## src/rtl/char_check_pkg.sv

```systemverilog
// Shared character codes and class encoding for the
// serial '1'/'0' alternating-run checker.
package char_check_pkg;

  localparam logic [7:0] CHAR_ZERO = 8'h30;
  localparam logic [7:0] CHAR_ONE  = 8'h31;

  typedef enum logic [1:0] {
    CLS_ZERO,
    CLS_ONE,
    CLS_OTHER
  } class_t;

endpackage

```

## src/rtl/char_check_classify.sv

```systemverilog
// Combinational ASCII character classifier:
// maps a byte to ZERO, ONE or OTHER.
module char_check_classify
  import char_check_pkg::*;
(
  input  logic [7:0] in,
  output class_t     cls
);

  always_comb begin
    cls = CLS_OTHER;
    unique case (1'b1)
      (in == CHAR_ZERO): cls = CLS_ZERO;
      (in == CHAR_ONE):  cls = CLS_ONE;
      default:           cls = CLS_OTHER;
    endcase
  end

endmodule

```

## src/rtl/char_check.sv

```systemverilog
// Flags an alternating "1010...1" run of at least
// MIN_LEN characters since the last break; out is registered.
module char_check
  import char_check_pkg::*;
#(
  parameter int MIN_LEN = 3,
  parameter int CNT_W   = 8
) (
  input  logic       clk,
  input  logic       reset,
  input  logic [7:0] in,
  output logic       out
);

  class_t           cls;
  logic             active;
  logic             last;
  logic [CNT_W-1:0] len;
  logic             next_active;
  logic             next_last;
  logic [CNT_W-1:0] next_len;
  logic [CNT_W-1:0] len_inc;
  logic             next_out;

  char_check_classify u_classify (
    .in  (in),
    .cls (cls)
  );

  // Run length holds at all-ones so long runs keep matching.
  assign len_inc = (len == {CNT_W{1'b1}}) ? len : len + 1'b1;

  always_comb begin
    next_active = active;
    next_last   = last;
    next_len    = len;
    unique case (cls)
      CLS_ONE: begin
        next_active = 1'b1;
        next_last   = 1'b1;
        next_len    = (active && !last) ? len_inc : CNT_W'(1);
      end
      CLS_ZERO: begin
        if (active && last) begin
          next_len  = len_inc;
          next_last = 1'b0;
        end else begin
          next_active = 1'b0;
          next_len    = '0;
        end
      end
      default: begin
        next_active = 1'b0;
        next_last   = 1'b0;
        next_len    = '0;
      end
    endcase
  end

  assign next_out = next_active && next_last &&
                    (32'(next_len) >= MIN_LEN);

  always_ff @(posedge clk) begin
    if (reset) begin
      active <= 1'b0;
      last   <= 1'b0;
      len    <= '0;
      out    <= 1'b0;
    end else begin
      active <= next_active;
      last   <= next_last;
      len    <= next_len;
      out    <= next_out;
    end
  end

endmodule

```

## config.mk

```make
export PLATFORM = sky130hd
export DESIGN_NAME = char_check
export DESIGN_NICKNAME = d
export VERILOG_FILES = /design/src/rtl/char_check_pkg.sv /design/src/rtl/char_check_classify.sv /design/src/rtl/char_check.sv
export SDC_FILE = /design/constraint.sdc
export NUM_CORES = 1
export LEC_CHECK = 0
export BUFFER_PORTS_ARGS = -buffer_cell sky130_fd_sc_hd__buf_4
export CORE_MARGIN = 4
export CORE_UTILIZATION = 42
export CTS_CLUSTER_DIAMETER = 150
export DETAILED_ROUTE_END_ITERATION = 12
export MAX_ROUTING_LAYER = met4
export PLACE_DENSITY = 0.69
export SLEW_MARGIN = 20
export SYNTH_ARGS = -nofsm -noshare
export SYNTH_HDL_FRONTEND = slang
export SYNTH_SLANG_ARGS = --single-unit
```

## constraint.sdc

```tcl
create_clock -name clk -period 1.65 [get_ports clk]
set_clock_uncertainty 0.05 [all_clocks]
set_input_delay 0.33 -clock clk [delete_from_list [all_inputs] [get_ports clk]]
set_output_delay 0.33 -clock clk [all_outputs]
set_load 0.01 [all_outputs]
```

==> qor.csv <==
stage,metric,value,unit
run_status,status,finished clean,
placed_design,io_buffers,10,
global_route,grt_pass1_vias,485,
pwr,power,0.475,mW
placed_design,hpwl,957,um
floorplan,core,1330,um^2
sta,setup_viol_count_final,0,
cts,cts_tree,built,
yosys,synth_seq_area_share,0.364,
critical_path,slowest_delay,0.40,ns
critical_path,slowest_stage,dfxtp_1,
layout,diodes,0,
floorplan,ioPinCount,11,
floorplan,die-area,2110,um^2
critical_path,rrSetupSlack,0.15,ns
sta,rsz0062_at_grt,no,
yosys,synth_cell_types,27,
sta,totalNegativeSetupSlack,0,ns
yosys,syn-num-nets,86,
critical_path,critPathArrivalTime,1.60,ns
global_route,antenna_found_initial,0,
layout,fillers,137,
yosys,ys_warn_count,0,
critical_path,cp_max_fo,6,
yosys,synth_edf_count,0,
yosys,synth.avg_cell_area,8.07,um^2
worst_hold_path,hold_depth,3,
layout,stdcell_count,103,
floorplan,die_h,46.0,um
floorplan,chipWidth,46.0,um
placed_design,dp_cells,99,
floorplan,start_util,0.454,
layout,finalNetCount,100,
critical_path,endpoint_kind,register,
routing,routedWlPerCell,12.3,um
critical_path,critical_path_class,reg2reg,
critical_path,start_kind,register,
critical_path,r2r-end,len[0],
yosys,synth_largest_area_cell,dfxtp_1,
layout,syn_to_final_growth,19.4,%
critical_path,r2r-start,len[0],
critical_path,cp_cell_sequence,ha_2 -> nand3_1 -> or3_1 -> o211ai_1 -> a21oi_1,
job,max-cap-violations,0,
critical_path,r2r_cells,5,
floorplan,rows,13,
routing,routed_wl,1.27,mm
yosys,ys_ff_latch,11,
yosys,postSynth.asyncResetShare,0,
routing,drt_iter0_markers,14,
cts,postCtsSetupRepairBufs,0,
global_route,grt_max_degree,9,
sta,min_period,1.50,ns
sta,worst_slew_margin_rel,0.780,
worst_hold_path,whs_endpoint,last,
global_route,grt_overflow,0,
pwr,vdd.ir_drop.worst,0.000335,V
routing,ant_nets,0,
sta,slew_violations,0,
sta,period_share,0.906,
yosys,synth_top_area_frac,0.364,
cts,path_clk_slew,0.06,ns
worst_hold_path,min_path_type,in2reg,
sta,clock.fmax,0.669,GHz
routing,drc,0,
pwr,p_leak,0.266,nW
critical_path,cp_top_family,simple AND/OR/NAND/NOR gates,
sta,final_hold_viol_count,0,
routing,vias_per_cell,5.56,
cts,clock-sinks,11,
pwr,p_per_area,657,nW/um^2
worst_hold_path,holdCritStartpoint,in[0],
sta,worst_pin_slew,0.329,ns
critical_path,crit_required,1.76,ns
global_route,grt_pass1_wl,2.11,mm
routing,first_pass_iters,4,
global_route,track_usage,0.151,
cts,hold_buffers,0,
critical_path,cp.buffers_inverters,0,
yosys,synth_top_flop_cell,dfxtp_1,
cts,cts_resized,0,
yosys,netlist_area,606,um^2
placed_design,finalWeightedCongestion,0.836,
cts,cts_buffer_depth,2,
layout,drive_gt1_frac,0.216,
cts,clockRootBuffer,clkbuf_4,
cts,cts_buffers,3,
yosys,synth_area_leaders,"dfxtp_1, nor2_1, o21ai_0",
yosys,synth_cells,75,
layout,final_cell_mix,"nor2_1, dfxtp_1, buf_4, o21ai_0, nand2_1",
routing,num_vias,573,
cts,h-tree-depth,1,
cts,clock_latency,0.27,ns
## cell type report
class	count	area, um^2	area share
repair buffers	11	82.6	0.114
multi-input cells	59	364	0.503
well taps	15	18.8	0.0260
inverters	3	11.3	0.0156
flip-flops and latches	11	220	0.304
clock buffers	4	26.3	0.0363
## synthesized netlist by cell type, types with 3 or more instances
cell type / count
a21oi_1: 5
dfxtp_1: 11
inv_1: 3
nand2_1: 6
nand3_1: 4
nand4_1: 3
nor2_1: 11
nor3_1: 3
o21ai_0: 6
## state kept, by name, indices dropped and copies added, names as in the netlist
register  flops
last          1
len           8
out           1
active        1
## metrics by stage
| stage | util | instance area, um^2 | hold WS (ns) | setup WS, ns |
|---|---|---|---|---|
| floorplan | - | 606 | 0.397 | 0.264 |
| global placement | 0.521 | 694 | 0.429 | 0.142 |
| detailed placement | 0.521 | 694 | 0.436 | 0.108 |
| CTS | 0.540 | 721 | 0.262 | 0.121 |
| global route | 0.542 | 723 | 0.273 | 0.0335 |
| finish | 0.542 | 723 | 0.268 | 0.155 |
## cell families (layout without fill, tap and decap cells)
logic type / Yosys count / in the layout / synth area share
flops: 11 / 11 / 0.364
mux: 2 / 2 / 0.0331
compound gates: 16 / 16 / 0.163
xor+xnor: 1 / 1 / 0.0145
buf+inv: 5 / 18 / 0.0393
fa+ha+maj: 1 / 1 / 0.0207
simple gates: 39 / 39 / 0.366
## worst max path at each step
stage	startpoint	end	slack, ns	cells past startpoint
finish	len[0]	len[0]	0.15	5
global placement	len[0]	len[0]	0.14	5
detailed placement	in[7]	len[6]	0.11	4
CTS	len[0]	len[0]	0.12	5
global route	len[0]	len[0]	0.03	5
floorplan	len[0]	len[0]	0.26	5
## where the power goes
group	total (mW)	switching [mW]	leakage (nW)	internal (mW)
Sequential	0.266	0.000185	0.0886	0.265
Combinational	0.0259	0.00813	0.162	0.0178
Clock	0.184	0.0898	0.0150	0.0938
Total	0.475	0.0981	0.266	0.377
## worst reg2reg max path: cells and delay by family (launching register included)
kind / cells / cell delay [ns]
AOI/OAI and AO/OA: 2 / 0.19
adders and majority gates: 1 / 0.26
DFF: 1 / 0.40
and+or+nand+nor: 2 / 0.50
## metal layers
metal	wire length [um]	GRT usage	vias up
met4	26	0.102	0
met2	557	0.214	15
met1	571	0.167	253
met5	0	-	-
li1	-	-	301
met3	111	0.0672	4
Power figures use the tool's default switching activity.
